`config.mk`:
```
export PLATFORM = sky130hd
export DESIGN_NAME = tdm_link_arbiter
export DESIGN_NICKNAME = d
export VERILOG_FILES = /design/src/rtl/tdm_arb_pkg.sv /design/src/rtl/rr_arbiter.sv /design/src/rtl/tdm_link_arbiter.sv
export SDC_FILE = /design/constraint.sdc
export NUM_CORES = 1
export LEC_CHECK = 0
export ABC_AREA = 1
export ABC_CLOCK_PERIOD_IN_PS = 1400
export BUFFER_PORTS_ARGS = -buffer_cell sky130_fd_sc_hd__clkbuf_2
export CORE_MARGIN = 5
export CORE_UTILIZATION = 45
export DETAILED_ROUTE_END_ITERATION = 12
export PLACE_DENSITY = 0.75
export SLEW_MARGIN = 10
export SYNTH_ARGS = -nofsm -noshare
export SYNTH_HDL_FRONTEND = slang
export SYNTH_SLANG_ARGS = --single-unit
export TNS_END_PERCENT = 10
```
`constraint.sdc`:
```
create_clock -name clk -period 1.4 [get_ports clk]
set_input_delay 0.07 -clock clk [delete_from_list [all_inputs] [get_ports clk]]
set_output_delay 0.07 -clock clk [all_outputs]
set_load 0.1 [all_outputs]
```
`src/rtl/tdm_arb_pkg.sv`:
```
// Shared types and constants for the 4-source TDM link arbiter.
package tdm_arb_pkg;
  localparam int NCH  = 4;
  localparam int IDXW = 2;

  typedef enum logic {
    IDLE = 1'b0,
    XFER = 1'b1
  } state_t;
endpackage

```
`src/rtl/rr_arbiter.sv`:
```
// Combinational 4-way round-robin picker: first requester after ptr wins.
module rr_arbiter
  import tdm_arb_pkg::*;
(
  input  logic [NCH-1:0]  req,
  input  logic [IDXW-1:0] ptr,
  output logic [IDXW-1:0] gnt_idx,
  output logic            gnt_any
);

  logic [IDXW-1:0] idx;

  // Scan from lowest priority (ptr itself) to highest (ptr+1) so the last hit wins.
  always_comb begin
    gnt_any = |req;
    gnt_idx = ptr;
    idx     = ptr;
    for (int i = NCH; i >= 1; i--) begin
      idx = ptr + IDXW'(i);
      if (req[idx]) gnt_idx = idx;
    end
  end

endmodule

```
`src/rtl/tdm_link_arbiter.sv`:
```
// Burst-granular round-robin arbiter from 4 sources onto a shared 4-destination link.
module tdm_link_arbiter
  import tdm_arb_pkg::*;
#(
  parameter int DW        = 4,
  parameter int BURST_MAX = 4
) (
  input  logic                clk,
  input  logic                rst,
  input  logic [NCH-1:0]      src_valid,
  input  logic [NCH-1:0]      src_last,
  input  logic [NCH*DW-1:0]   src_data,
  input  logic [NCH*IDXW-1:0] src_dest,
  output logic [NCH-1:0]      src_ready,
  output logic [NCH-1:0]      dst_valid,
  output logic [DW-1:0]       dst_data,
  output logic                dst_last,
  input  logic [NCH-1:0]      dst_ready,
  output logic [IDXW-1:0]     sel,
  output logic                busy
);

  localparam logic [4:0] LAST_CNT = 5'(BURST_MAX - 1);

  state_t          state;
  logic [IDXW-1:0] ptr;
  logic [IDXW-1:0] dest_lat;
  logic [IDXW-1:0] out_dest;
  logic [4:0]      beat_cnt;
  logic            out_valid;
  logic [DW-1:0]   data_q;
  logic            last_q;

  logic [IDXW-1:0] gnt_idx;
  logic            gnt_any;
  logic            fire;
  logic            drain;
  logic            end_beat;

  rr_arbiter u_rr (
    .req     (src_valid),
    .ptr     (ptr),
    .gnt_idx (gnt_idx),
    .gnt_any (gnt_any)
  );

  // The granted source may push whenever the single output slot is empty or emptying.
  always_comb begin
    src_ready = '0;
    if (state == XFER) src_ready[sel] = !out_valid || dst_ready[out_dest];
  end

  assign fire     = (state == XFER) && src_valid[sel] && src_ready[sel];
  assign drain    = out_valid && dst_ready[out_dest];
  assign end_beat = src_last[sel] || (beat_cnt == LAST_CNT);

  assign dst_valid = out_valid ? (NCH'(1) << out_dest) : '0;
  assign dst_data  = data_q;
  assign dst_last  = last_q;
  assign busy      = (state == XFER);

  always_ff @(posedge clk) begin
    if (rst) begin
      state     <= IDLE;
      ptr       <= IDXW'(NCH - 1);
      sel       <= '0;
      dest_lat  <= '0;
      beat_cnt  <= '0;
      out_valid <= 1'b0;
      out_dest  <= '0;
      data_q    <= '0;
      last_q    <= 1'b0;
    end else begin
      // Output register: load on handshake, otherwise empty once drained.
      if (fire) begin
        out_valid <= 1'b1;
        out_dest  <= dest_lat;
        data_q    <= src_data[sel*DW +: DW];
        last_q    <= end_beat;
      end else if (drain) begin
        out_valid <= 1'b0;
        last_q    <= 1'b0;
      end

      case (state)
        IDLE: begin
          if (gnt_any) begin
            sel      <= gnt_idx;
            dest_lat <= src_dest[gnt_idx*IDXW +: IDXW];
            beat_cnt <= '0;
            state    <= XFER;
          end
        end
        XFER: begin
          if (fire) begin
            if (end_beat) begin
              beat_cnt <= '0;
              ptr      <= sel;
              state    <= IDLE;
            end else begin
              beat_cnt <= beat_cnt + 5'd1;
            end
          end
        end
        default: state <= IDLE;
      endcase
    end
  end

endmodule

```
==> impl_metrics.ini <==
[floorplanning]
io_pins = 54
core_area_mm2 = 0.00336
fp.dieH_um = 69.1
initial_utilization_pct = 46.7
die-area_mm2 = 0.00477
num_rows = 21
die_w_um = 69.1

[route]
wl_per_cell_um = 13.1
detailedRoute.firstIterationViolations = 65
dr.pass1.iters = 4
ant_nets = 0
routed_wl_um = 4580
routed_via_density = 5.06
vias = 1776
post-route-drc-count = 0

[layout]
nNetsFinal = 345
fin_util_pct = 73.1
syn2layout_area_growth_pct = 56.5
post-route-cell-area_mm2 = 0.00246
fill_cells = 258
layout-drive-gt1-share_pct = 53.8
antenna_cells = 0

[power_and_ir_drop]
clockPowerShare_pct = 15.2
power.density_mw_per_mm2 = 1110
p_int_uw = 1440
leakage_uw = 0.00113
power.share.sequential_pct = 26.5
peakVddDrop_mv = 0.763
power_uw = 2730
power_frac_comb_pct = 58.3
p_sw_uw = 1290
netSwitchingFraction_pct = 47.3

[critical_path]
endpoint_kind = primary output
crit_buf_inv = 3
path_cells = inv_6, nand2_4, a21oi_4, nor2_4, nand2_4, buf_12, nand2_8, nor3_4, buf_12
cp_max_fo = 4
worst_ep_arrival_time_ps = 1640
critPathRequiredTime_ps = 1330
crit_family = flip-flops
critPathLaunch = out_dest[0]
slowest_stage = dfxtp_4
cpPeakStageDelay_ps = 390
startpoint_type = flip-flop
setup.worst_path.class = reg -> out
r2r-start = out_dest[0]

[global_routing]
grt_use_total_pct = 19.3
grt_pass1_vias = 1737
grt_max_degree = 15
gr-total-overflow = 0
grt_pass1_wl_um = 7870
antenna_found_initial = 0

[clocking]
htreeDepth = 1
clock_latency_ps = 310
clockBufferDepth = 2
cts_tree = built
clockRootBuffer = clkbuf_4
path_clk_slew_ps = 130
numClockSinks = 20
cts_hold_buf = 0
cts_buffers = 3

[yosys]
synth_top_family_by_area = simple AND/OR/NAND/NOR gates
syn_area_per_cell_um2 = 7.08
syn_inst = 222
synthArstFlopShare_pct = 0
yosys.area_share.simple_pct = 46.4
synth_compound_area_share_pct = 15.3
synth.distinct_cells = 31
yosysMostFrequentCell = nand2_1
netlist_top_cells_count = 43 x nand2_1, 26 x nand3_1, 20 x dfxtp_1
syn-num-nets = 261
ys_seq_area_share_pct = 25.5
synth_enable_flop_cells = 0
synth_xor_area_share_pct = 1.67
synthMuxAreaShare_pct = 0
ys_ff_latch = 20
ys_top_cells_by_area = dfxtp_1 25%, nand2_1 10%, nand3_1 8.3%
synth_fa_ha_area_share_pct = 0.796
ys.flop_type = dfxtp_1
synth_top_area_share_pct = 25.5
synth_warnings = 0
syn_area_mm2 = 0.00157
yosysTopAreaCell = dfxtp_1

[timing]
period_needed_ps = 1710
setup_slack_ps = -315
fin_skew_ps = 3.71
slew_violations = 0
setup_viol = 24
final_hold_viol_count = 0
period_share_pct = 122
slew_headroom_pct = 63.5
tightest_slew_ps = 550
max_freq_mhz = 583
rsz0062_at_grt = yes

[status]
violations = setup timing
status = finished with violations

[placement]
port_buffers = 53
placed_cell_area_mm2 = 0.00232
place.gp.congestion = 0.903
hpwl_um = 3460
pre_cts_slack_ps = -52.5

[run]
maxCapViolations = 0

[min_path]
min-delay-start = rst
hp-class = in -> reg
==> path summary, 6_finish.rpt <==
check	endpoint	slack, ps	cells after the start
setup reg to reg	ptr[1]	-180	10
hold / removal	beat_cnt[2]	40	2
setup / recovery	src_ready[0]	-310	9
hold reg to reg	dst_data[0]	460	2
==> state kept, by name, indices dropped and copies added (netlist names) <==
register and cells:
dst_last 1, sel 2, busy 1, out_dest 2, out_valid 1, beat_cnt 5
ptr 2, dst_data 4, dest_lat 2
==> repair_timing <==
item	4_1_cts	5_1_grt
buffers inserted	3	0
resized for setup	14	5
setup endpoints to repair	18	27
pin swaps	7	0
==> power groups by stage <==
stage	Combinational [uW]	Sequential (uW)	Clock, uW
finish	1590	723	415
global route	1710	733	445
CTS	1570	719	426
detailed placement	1510	726	0
global placement	1490	724	0
floorplan	844	934	0
==> routing by layer <==
layer  GRT usage (%)  share of wire [%]
met1            25.3                 45
met2            31.9                 48
met3            3.92                5.6
met4            5.86                1.6
met5               0                  0
==> final cells by class <==
type / instances / area (um^2) / area share [%]
clock buffers: 4 / 47.5 / 1.93
inverters: 24 / 108 / 4.37
multi-input cells: 169 / 1150 / 46.6
flip-flops and latches: 20 / 419 / 17.0
well taps: 46 / 57.6 / 2.34
repair buffers: 88 / 682 / 27.7
==> cell usage in the layout, fill, tap and decap left out, drive strengths merged <==
cell type / netlist / final
a21oi: 20 / 20
a31oi: 1 / 1
buf: 5 / 45
clkbuf: 4 / 47
clkinv: 1 / 1
dfxtp: 20 / 20
ha: 1 / 1
inv: 23 / 23
nand2: 65 / 65
nand3: 32 / 32
nand3b: 4 / 4
nand4: 5 / 5
nor2: 10 / 10
nor3: 12 / 12
o2111ai: 1 / 1
o211ai: 3 / 3
o21ai: 12 / 12
xnor2: 1 / 1
xor2: 2 / 2
==> stage by stage <==
stage / hold slack (ps) / instances / TNS (ps)
after floorplan: 314 / 222 / -5820
after global placement: 371 / 344 / -120
after detailed placement: 376 / 344 / -318
after CTS: 26.5 / 351 / -2520
after global routing: 34.6 / 351 / -5370
final: 39.6 / 351 / -3140
==> cell families after synthesis <==
logic type               count (synthesis)
AO/OA/AOI/OAI                           37
buffers and inverters                   33
flip-flops                              20
XOR/XNOR                                 3
adder cells (fa/ha/maj)                  1
AND/OR/NAND/NOR                        128
Note: power is estimated with default switching activity, not from simulation.
